$ cat config.mk
export PLATFORM = sky130hd
export DESIGN_NAME = dm_port_arbiter
export DESIGN_NICKNAME = d
export VERILOG_FILES = /design/src/rtl/dm_port_arbiter_pkg.sv /design/src/rtl/dm_port_arbiter.sv
export SDC_FILE = /design/constraint.sdc
export NUM_CORES = 1
export LEC_CHECK = 0
export ABC_CLOCK_PERIOD_IN_PS = 6930
export BUFFER_PORTS_ARGS = -buffer_cell sky130_fd_sc_hd__buf_2
export CAP_MARGIN = 20
export CORE_AREA = 2 2 98 100
export CTS_CLUSTER_DIAMETER = 60
export DETAILED_ROUTE_END_ITERATION = 6
export DIE_AREA = 0 0 100 102
export PLACE_DENSITY = 0.64
export SYNTH_ARGS = -nofsm -noshare
export SYNTH_HDL_FRONTEND = slang
export SYNTH_SLANG_ARGS = --single-unit
$ cat constraint.sdc
create_clock -name clk -period 6.93 [get_ports clk]
set_clock_uncertainty 0.05 [all_clocks]
set_input_delay 0.693 -clock clk [delete_from_list [all_inputs] [get_ports clk]]
set_output_delay 0.693 -clock clk [all_outputs]
set_load 0.005 [all_outputs]
$ cat src/rtl/dm_port_arbiter_pkg.sv
// Shared types for the data-memory port arbiter: FSM state encodings and
// owner codes used by the output mux and the read-return steering.
package dm_port_arbiter_pkg;

    typedef enum logic [1:0] {
        CPU_PRI    = 2'd0,
        DMA_FORCED = 2'd1,
        DMA_BURST  = 2'd2
    } state_t;

    typedef enum logic [1:0] {
        OWN_NONE = 2'd0,
        OWN_CPU  = 2'd1,
        OWN_DMA  = 2'd2
    } owner_t;

    // Plain CPU-first choice, shared by CPU_PRI and by a burst that ends.
    function automatic owner_t pri_owner(input logic cpu_req, input logic dma_req);
        if (cpu_req)
            return OWN_CPU;
        else if (dma_req)
            return OWN_DMA;
        else
            return OWN_NONE;
    endfunction

endpackage

$ cat src/rtl/dm_port_arbiter.sv
// Single-port data-BRAM arbiter between the MEM stage (priority) and a DMA
// requester, with starvation forcing and bounded locked DMA bursts.
module dm_port_arbiter
    import dm_port_arbiter_pkg::*;
#(
    parameter int ADDR_W        = 12,
    parameter int DATA_W        = 32,
    parameter int STARVE_LIMIT  = 8,
    parameter int DMA_MAX_BURST = 4
) (
    input  logic              clk,
    input  logic              rst,
    input  logic              cpu_req,
    input  logic              cpu_we,
    input  logic [3:0]        cpu_be,
    input  logic [ADDR_W-1:0] cpu_addr,
    input  logic [DATA_W-1:0] cpu_wd,
    output logic              cpu_stall,
    output logic [DATA_W-1:0] cpu_rdata,
    input  logic              dma_req,
    input  logic              dma_we,
    input  logic [3:0]        dma_be,
    input  logic              dma_lock,
    input  logic [ADDR_W-1:0] dma_addr,
    input  logic [DATA_W-1:0] dma_wd,
    output logic              dma_gnt,
    output logic              dma_rvalid,
    output logic [DATA_W-1:0] dma_rdata,
    output logic [ADDR_W-1:0] bram_A,
    output logic              bram_we,
    output logic [3:0]        bram_be,
    output logic [DATA_W-1:0] bram_D,
    input  logic [DATA_W-1:0] bram_Dout,
    output state_t            fsm_state
);

    localparam int SW = $clog2(STARVE_LIMIT + 1);
    localparam int BW = $clog2(DMA_MAX_BURST + 1);
    localparam logic [SW-1:0] STARVE_TOP = SW'(STARVE_LIMIT - 1);
    localparam logic [BW-1:0] BURST_TOP  = BW'(DMA_MAX_BURST);

    state_t        state;
    owner_t        owner;
    owner_t        rd_owner;
    logic [SW-1:0] starve_cnt;
    logic [BW-1:0] burst_cnt;
    logic          burst_go;

    // Handshake: a request is a level held until its grant; the CPU sees the
    // grant as !cpu_stall, the DMA as dma_gnt, both in the same cycle, and
    // read data follows one cycle after the granted read.
    always_comb begin
        owner    = OWN_NONE;
        burst_go = 1'b0;
        if (rst) begin
            case (state)
                DMA_FORCED: owner = dma_req ? OWN_DMA : (cpu_req ? OWN_CPU : OWN_NONE);
                DMA_BURST: begin
                    if (dma_req && dma_lock && (burst_cnt < BURST_TOP)) begin
                        owner    = OWN_DMA;
                        burst_go = 1'b1;
                    end else begin
                        owner = pri_owner(cpu_req, dma_req);
                    end
                end
                default: owner = pri_owner(cpu_req, dma_req);
            endcase
        end
    end

    assign cpu_stall = rst && cpu_req && (owner != OWN_CPU);
    assign dma_gnt   = dma_req && (owner == OWN_DMA);

    always_comb begin
        bram_A  = cpu_addr;
        bram_we = 1'b0;
        bram_be = 4'h0;
        bram_D  = cpu_wd;
        case (owner)
            OWN_CPU: begin
                bram_we = cpu_we;
                bram_be = cpu_be;
            end
            OWN_DMA: begin
                bram_A  = dma_addr;
                bram_we = dma_we;
                bram_be = dma_be;
                bram_D  = dma_wd;
            end
            default: ;
        endcase
    end

    // Both requesters see the same BRAM output; rd_owner records who it is for.
    assign cpu_rdata = bram_Dout;
    assign dma_rdata = bram_Dout;
    assign fsm_state = state;

    always_ff @(posedge clk) begin
        if (!rst) begin
            state      <= CPU_PRI;
            starve_cnt <= '0;
            burst_cnt  <= '0;
            dma_rvalid <= 1'b0;
            rd_owner   <= OWN_CPU;
        end else begin
            rd_owner   <= owner;
            dma_rvalid <= dma_gnt && !dma_we;

            if (dma_gnt || !dma_req || state == DMA_FORCED)
                starve_cnt <= '0;
            else if (starve_cnt != STARVE_TOP)
                starve_cnt <= starve_cnt + 1'b1;

            case (state)
                CPU_PRI: begin
                    if (dma_gnt && dma_lock) begin
                        state     <= DMA_BURST;
                        burst_cnt <= BW'(1);
                    end else if (cpu_req && dma_req && starve_cnt == STARVE_TOP) begin
                        state <= DMA_FORCED;
                    end
                end
                DMA_FORCED: begin
                    if (dma_gnt && dma_lock) begin
                        state     <= DMA_BURST;
                        burst_cnt <= BW'(1);
                    end else begin
                        state <= CPU_PRI;
                    end
                end
                DMA_BURST: begin
                    if (burst_go) begin
                        burst_cnt <= burst_cnt + 1'b1;
                    end else begin
                        state     <= CPU_PRI;
                        burst_cnt <= '0;
                    end
                end
                default: begin
                    state     <= CPU_PRI;
                    burst_cnt <= '0;
                end
            endcase
        end
    end

endmodule
* Word-level counts from Yosys, hierarchy flattened *
Cells that the tools add are included.

storage, ports and cells
  input port bits = 135
  register bits = 10
  output and inout bits = 118
  logic and storage cells = 57

operators by class
  magnitude comparators = 1
  eq/ne operators = 10
  add/sub/neg operators = 2
  multiplexer cells = 22
  bitwise logic cells = 1
  reductions and logical operators = 17

operator list
  cell                                                             count
  32-bit 2-to-1 mux                                                1
  2-bit 2-to-1 mux                                                 9
  12-bit 2-to-1 mux                                                1
  1-bit logical AND                                                9
  4-bit one-hot mux with 2 select lines                            1
  3-bit 2-to-1 mux                                                 2
  2-bit one-hot mux with 3 select lines                            1
  3-bit one-hot mux with 2 select lines                            1
  4-bit by 1-bit adder with 4-bit output, second input constant    1
  2-bit by 1-bit == test with 1-bit output, second input constant  2
  2-bit == test, second input constant                             2
  4-bit by 3-bit == test with 1-bit output, second input constant  1
  1-bit 2-to-1 mux                                                 4
  2-bit by 1-bit != test with 1-bit output, second input constant  2
  4-bit by 3-bit != test with 1-bit output, second input constant  1
  2-bit one-hot mux with 2 select lines                            1
  2-bit OR reduction                                               2
  3-bit by 1-bit adder with 3-bit output, second input constant    1
  3-bit < comparator, second input constant                        1
  3-bit != test, second input constant                             1
  1-bit zero test                                                  2
  2-bit zero test                                                  1
  1-bit logical OR                                                 2
  2-bit != test, second input constant                             1
  3 further kinds                                                  3

* Depth between registers and ports, before layout *
Gate-level depths: netlist of the first run.

  word-level depth = 10
  mapped depth = 11
  gate-level depth less buffers = 9

* Worst setup path after synthesis of the first run *
No wires, ideal clock.

  kind = reg2out
  start point = register state[0], in the netlist fsm_state[0]
  end point = output bram_A[5]
  slack = 4.041 ns
  stages on the path, launching flop included = 10
  data required time = 6.187 ns
  arrival time = 2.146 ns
  path buffers = 2
  cell sequence = dfxtp_1 > inv_1 > ha_1 > nor2b_1 > nor3b_1 > o21a_1 > ha_1 > clkbuf_1 > buf_2 > mux2_2

on the way
  cells in the longest elaborated chain, start to end = 5
  elaborated cells on any way between the ends = 6
  classes of those cells = eq/ne: 3; mux: 3

RTL lines
  element                                                                           line                    source
  start: declaration                                                                dm_port_arbiter.sv:42   state_t state;
  start signal: assignment                                                          dm_port_arbiter.sv:101  state <= CPU_PRI;
  start signal: assignment                                                          dm_port_arbiter.sv:118  state <= DMA_BURST;
  start signal: assignment                                                          dm_port_arbiter.sv:121  state <= DMA_FORCED;
  2-bit == test / 2-bit by 1-bit == test with 1-bit output (equally long branches)  dm_port_arbiter.sv:56   case (state)
  2-bit one-hot mux with 2 select lines *                                           dm_port_arbiter.sv:56
  2-bit 2-to-1 mux *                                                                dm_port_arbiter.sv:55   if (rst) begin
  2-bit == test *                                                                   dm_port_arbiter.sv:79   case (owner)
  12-bit 2-to-1 mux *                                                               dm_port_arbiter.sv:79
  end: declaration                                                                  dm_port_arbiter.sv:29   output logic [ADDR_W-1:0] bram_A,

Mark *: on every way between the ends. The rest lies on a longest branch, timed or not.

* Worst setup path in the final report of the first run *
  start point = register state[1], in the netlist fsm_state[1]
  end point = output bram_A[3]

Same word-level chain as after synthesis.

==> impl_metrics.tcl, run 1 <==
set metrics [dict create \
    global_route_total_overflow 0 \
    design.core.area_um2 9109 \
    post-route-drc-count 0 \
    largest_family_of_logic_cells_by_synthesized_area "buffers and inverters" \
    die-height_um 102 \
    setup.worst_path.end_class "output pin" \
    clk_pin_slew_ns 0.05 \
    timing_max_transition_violations_final 0 \
    grt_pass1_vias 1593 \
    design.final.nets 432 \
    most_numerous_cell_in_the_yosys_netlist "buf_4" \
    final-hold-violation-count 0 \
    drt-wirelength-per-cell_um 13.45 \
    synth_area_leaders "mux2_2 (29%), buf_4 (28%), dfxtp_1 (12%)" \
    initial_core_util 0.1880 \
    syn-mean-instance-area_um2 8.651 \
    postSynthNetCount 341 \
    biggest_cell_delay_along_the_critical_path_ns 0.48 \
    drv_cap 0 \
    final_antenna_net_count 0 \
    post_cts.resized_instances 0 \
    cts_made_buffers 3 \
    timing.critical_path.required_ns 6.19 \
    antenna-diode-count 0 \
    timing.critical_path.arrival_ns 3.01 \
    placement.io_buffers 156 \
    cts_htree_levels 1 \
    synthesized_area_fraction_occupied_by_and_or_nand_nor_cells 0.1198 \
    slowest_stage "buf_4" \
    multiplexer_area_fraction_after_synthesis 0.3009 \
    power.leakage_nw 1.099 \
    wirelength_mm 5.367 \
    setup_tns_ns 0 \
    seq_area_frac_synth 0.1169 \
    irDropWorstVdd_mv 0.04123 \
    synthDistinctLibCells 32 \
    root_buffer "clkbuf_8" \
    fraction_of_final_layout_cells_sized_beyond_drive_strength_1 0.7222 \
    postSynthCellCount 198 \
    area_delta_synth_final_pct 27.10 \
    route.vias.total 1660 \
    worstSkewPairLatency_ns 0.24 \
    initial_antenna_violation_count 1 \
    cts-root-to-sink-buffers 2 \
    post_synth_most_frequent_cells "buf_4 (64), mux2_2 (44), nor2_1 (13)" \
    ys_seq_elements 10 \
    timing.max_slew.rel_slack 0.6560 \
    die_area_um2 10200 \
    gpl.final_weighted_congestion 0.7677 \
    max_slew.worst_pin.slew_ns 0.5159 \
    track_usage 0.09375 \
    yosysTopAreaCellShare 0.2893 \
    post_cts.repair.setup_buffers 0 \
    tritoncts "built" \
    async_reset_ff_frac 0 \
    synth-main-ff-cell "dfxtp_1" \
    hold_path_startpoint "burst_cnt[1]$_SDFFE_PN0P_" \
    drt-initial-drc-count 46 \
    detail_route.first_pass.iterations 4 \
    max_freq_mhz 266.2 \
    synthXorXnorAreaFrac 0.005113 \
    r2r_setup_slack_ns 4.04 \
    worstHoldPathType "reg2reg" \
    rows 35 \
    yosysTopAreaCell "mux2_2" \
    boundaryPins 253 \
    critPathKind "reg2out" \
    grt_pass1_wl_mm 7.672 \
    mappedNetlistArea_um2 1713 \
    number_of_synthesized_flops_with_an_enable_pin 0 \
    final_util 0.2390 \
    regToRegStartpoint "fsm_state[1]$_SDFFE_PN0P_" \
    status "finished, final reports clean" \
    cp-start-kind "flop" \
    worst_setup_path_startpoint "fsm_state[1]$_SDFFE_PN0P_" \
    crit_path_cell_trace "inv_1 -> ha_1 -> nor2b_1 -> nor3b_1 -> o21a_1 -> ha_2 -> buf_4 -> mux2_2 -> buf_2" \
    synth-compound-area-share 0.08619 \
    final.period_utilization 0.5421 \
    die-width_um 100 \
    report.final.setup_viol 0 \
    worst-path-max-fanout 45 \
    cts-hold-fix-buffers 0 \
    final_period_minus_worst_setup_slack_ns 3.757 \
    rsz0062_at_grt "false" \
    clock-sinks 10 \
    vias_per_cell 4.160 \
    synthAdderAreaFrac 0.05844 \
    power_per_cell_area_nw_per_um2 101.8 \
    yosys_warnings 0 \
    detailed_place_hpwl_mm 4.656 \
    grt_max_degree 46 \
]
-- cell type report --
cell class	instances	area [um^2]
clock buffer	4	55.05
sequential	10	200.2
timing repair buffer	157	788.3
fill	975	6932
tap	111	138.9
multi-input combinational	113	979.7
inverter	4	15.01
-- cells in the final DEF, fill, tap and decap left out, drive strengths merged, types with 3 or more instances in the layout --
cell	synthesis	final
a22oi	5	5
dfxtp	10	10
nand3	4	4
o2111ai	3	3
nand3b	4	4
nor2	13	13
inv	4	4
clkbuf	1	4
nand2	4	4
or3	3	3
mux2	44	44
ha	8	8
a21oi	4	4
buf	70	157
-- kinds of logic (layout without fill, tap and decap cells) --
group	after synthesis	in the layout
AOI/OAI and AO/OA	21	21
xor gates and xnor gates	1	1
adders and majority gates	8	8
buffers and inverters	75	165
DFF	10	10
muxes	46	46
and+or+nand+nor	37	37
-- power by group --
part,internal [mW],leakage [nW],switching (mW)
Clock,0.0502,0.0288,0.0261
Combinational,0.0527,0.990,0.0334
Sequential,0.0584,0.0809,0.000851
-- path summary, 6_finish.rpt --
path | to | cells past startpoint
worst max-delay path | bram_A[3] | 9
worst min-delay path | burst_cnt[1]$_SDFFE_PN0P_ | 2
worst max register to register | burst_cnt[2]$_SDFFE_PN0P_ | 10
worst min register to register | burst_cnt[1]$_SDFFE_PN0P_ | 2
-- stage by stage --
| step | area, um^2 | power (mW) | worst slack (ns) | hold slack, ns | instances |
|---|---|---|---|---|---|
| after floorplan | 1713 | 0.1256 | 4.041 | 0.4136 | 198 |
| after global placement | 2122 | 0.1458 | 3.343 | 0.4286 | 395 |
| after detailed placement | 2122 | 0.1470 | 3.297 | 0.4439 | 395 |
| after CTS | 2177 | 0.2234 | 3.150 | 0.4542 | 399 |
| after global routing | 2177 | 0.2336 | 3.035 | 0.4809 | 399 |
| final | 2177 | 0.2216 | 3.173 | 0.4558 | 399 |
-- worst max-delay path, delay by kind of cell (launching register included) --
kind | cells | cell delay (ns)
AOI/OAI and AO/OA | 1 | 0.15
and+or+nand+nor | 2 | 0.38
muxes | 1 | 0.41
adders and majority gates | 2 | 0.64
buffers and inverters | 3 | 0.71
DFF | 1 | 0.45
-- metal layers --
layer / GRT usage / part of all wire
met1: 0.1097 / 0.40
met2: 0.1694 / 0.49
met3: 0.02257 / 0.078
met4: 0.02950 / 0.023
met5: 0 / 0.0024
-- sequential cells by signal (all words and copies together) (netlist names) --
register	flops
starve_cnt	4
fsm_state	2
burst_cnt	3
dma_rvalid	1
Power figures use the tool's default switching activity.
==> run 2, diff against run 1 <==
ABC_CLOCK_PERIOD_IN_PS = 3800   (was 6930)
CORE_AREA = 2 2 99 101   (was 2 2 98 100)
DIE_AREA = 0 0 101 103   (was 0 0 100 102)
PLACE_DENSITY = 0.63   (was 0.64)
clock period = 3.8 ns   (was 6.93 ns; I/O delays follow)
==> run 2 against run 1 <==
  * Global-route usage up 4.4 points
  * Largest power group unchanged
  * Setup slack worse by 2.9 ns
  * Critical endpoint is now bram_D[30]
  * Largest cell class unchanged
  * Highest routed layer is now met4
  * Core utilization is 0.77 points lower
==> impl_metrics.tcl, run 2 (same netlist as run 1, synthesis figures left out) <==
set metrics [dict create \
    fraction_of_final_layout_cells_sized_beyond_drive_strength_1 0.7232 \
    clock-sinks 10 \
    vias_per_cell 4.154 \
    post-layout-total-power_uw 412.9 \
    status "finished, final reports clean" \
    largest_reg_flops 4 \
    final_antenna_net_count 0 \
    tritoncts "built" \
    cts_htree_levels 1 \
    placement.io_buffers 156 \
    power_per_cell_area_nw_per_um2 188.7 \
    post_cts.repair.setup_buffers 0 \
    gpl.final_weighted_congestion 0.8567 \
    design.final.nets 433 \
    ff2ff_path_depth 10 \
    initial_core_util 0.1811 \
    max_freq_mhz 285.0 \
    worst_hold_path.num_cells 2 \
    drt-wirelength-per-cell_um 18.25 \
    timing.critical_path.required_ns 3.37 \
    drt-initial-drc-count 15 \
    timing.critical_path.arrival_ns 3.08 \
    cp-start-kind "flop" \
    irDropWorstVdd_mv 0.07545 \
    design.core.area_um2 9459 \
    dr_wl_met2_mm 3.540 \
    boundaryPins 253 \
    cts-hold-fix-buffers 0 \
    pre_cts_slack_ns 0.5089 \
    critPathKind "reg2out" \
    die-height_um 103 \
    die_area_um2 10400 \
    slowest_stage "ha_2" \
    root_buffer "clkbuf_8" \
    rows 36 \
    wl_met1_mm 3.064 \
    wirelength_mm 7.356 \
    rsz0062_at_grt "false" \
    setup_tns_ns 0 \
    route.vias.total 1674 \
    post-route-drc-count 0 \
    final_period_minus_worst_setup_slack_ns 3.509 \
    clk_pin_slew_ns 0.05 \
    dr_wl_met3_um 677 \
    report.final.setup_viol 0 \
    drv_cap 0 \
    detail_route.first_pass.iterations 4 \
    post-route-worst-setup-slack_ns 0.2912 \
    numPlacedInstances 399 \
    final_util 0.2313 \
    initial_antenna_violation_count 0 \
    final-hold-violation-count 0 \
    max_flop_register "starve_cnt" \
    cts_made_buffers 3 \
    antenna-diode-count 0 \
    post_cts.resized_instances 0 \
    power.leakage_nw 1.104 \
    cts-root-to-sink-buffers 2 \
    worst-path-max-fanout 28 \
    final.period_utilization 0.9234 \
    die-width_um 101 \
    track_usage 0.1376 \
    area_delta_synth_final_pct 27.76 \
    mostFrequentLayoutCells "buf_2 (156), mux2_2 (44), nor2_1 (13)" \
    setup.worst_path.end_class "output pin" \
    grt_pass1_vias 1713 \
    detailed_place_hpwl_mm 6.604 \
    crit_path_cell_trace "inv_1 -> ha_1 -> nor2b_1 -> nor3b_1 -> o21a_1 -> ha_2 -> buf_4 -> mux2_2 -> buf_2" \
    worstSkewPairLatency_ns 0.24 \
    biggest_cell_delay_along_the_critical_path_ns 0.57 \
    most_common_cell_after_layout_fill_and_taps_aside "buf_2" \
    timing.max_slew.rel_slack 0.5855 \
    grt_max_degree 29 \
    timing_max_transition_violations_final 0 \
    grt_pass1_wl_mm 10.39 \
    filler_free_cell_count_of_the_finished_design 403 \
    max_slew.worst_pin.slew_ns 0.6218 \
    global_route_total_overflow 0 \
    top_layer_used "met4" \
    worstHoldPathType "in2reg" \
]
## run 2: cell types whose count changed in the layout (fill, tap and decap cells not counted), sizes merged
cell,previous run,this run
buf,157,158
## run 2: cell type report
type,instances,area [um^2]
fillers,1071,7271
multi-input cells,113,979.7
repair buffers,158,795.8
flip-flops and latches,10,200.2
well taps,114,142.6
clock buffers,4,55.05
inverters,4,15.01
## run 2: path summary, 6_finish.rpt
check,slack (ns),to,from
worst max register to register,0.61,fsm_state[1]$_SDFFE_PN0P_,fsm_state[1]$_SDFFE_PN0P_
worst max-delay path,0.29,bram_D[30],fsm_state[1]$_SDFFE_PN0P_
worst min-delay path,0.29,dma_rvalid$_SDFF_PN0_,dma_we
worst min register to register,0.45,burst_cnt[1]$_SDFFE_PN0P_,burst_cnt[1]$_SDFFE_PN0P_
## run 2: worst max-delay path, delay by kind of cell, from the launching register on
family	cells	cell delay, ns
AO/OA/AOI/OAI	1	0.15
adder cells (fa/ha/maj)	2	0.90
buffers and inverters	3	0.59
flip-flops	1	0.42
multiplexers	1	0.38
AND/OR/NAND/NOR	2	0.38
## run 2: layer usage
layer,up-vias,GRT usage
li1,806,-
met1,750,0.1688
met2,108,0.2395
met3,10,0.04271
met4,0,0.02599
met5,-,0
## run 2: power breakdown
group          internal, mW  switching (mW)  total [mW]  leakage [nW]
combinational        0.0972          0.0701       0.167         0.995
sequential            0.107         0.00144       0.108        0.0809
clock                0.0914          0.0462       0.138        0.0288
total                 0.295           0.118       0.413          1.10
## run 2: through the flow
| stage | cell area [um^2] | hold slack (ns) |
|---|---|---|
| 6_report | 2188 | 0.2888 |
| 5_1_grt | 2188 | 0.2957 |
| 4_1_cts | 2188 | 0.2849 |
| 3_5_place_dp | 2133 | 0.4386 |
| 3_3_place_gp | 2133 | 0.4265 |
| 2_1_floorplan | 1713 | 0.4058 |
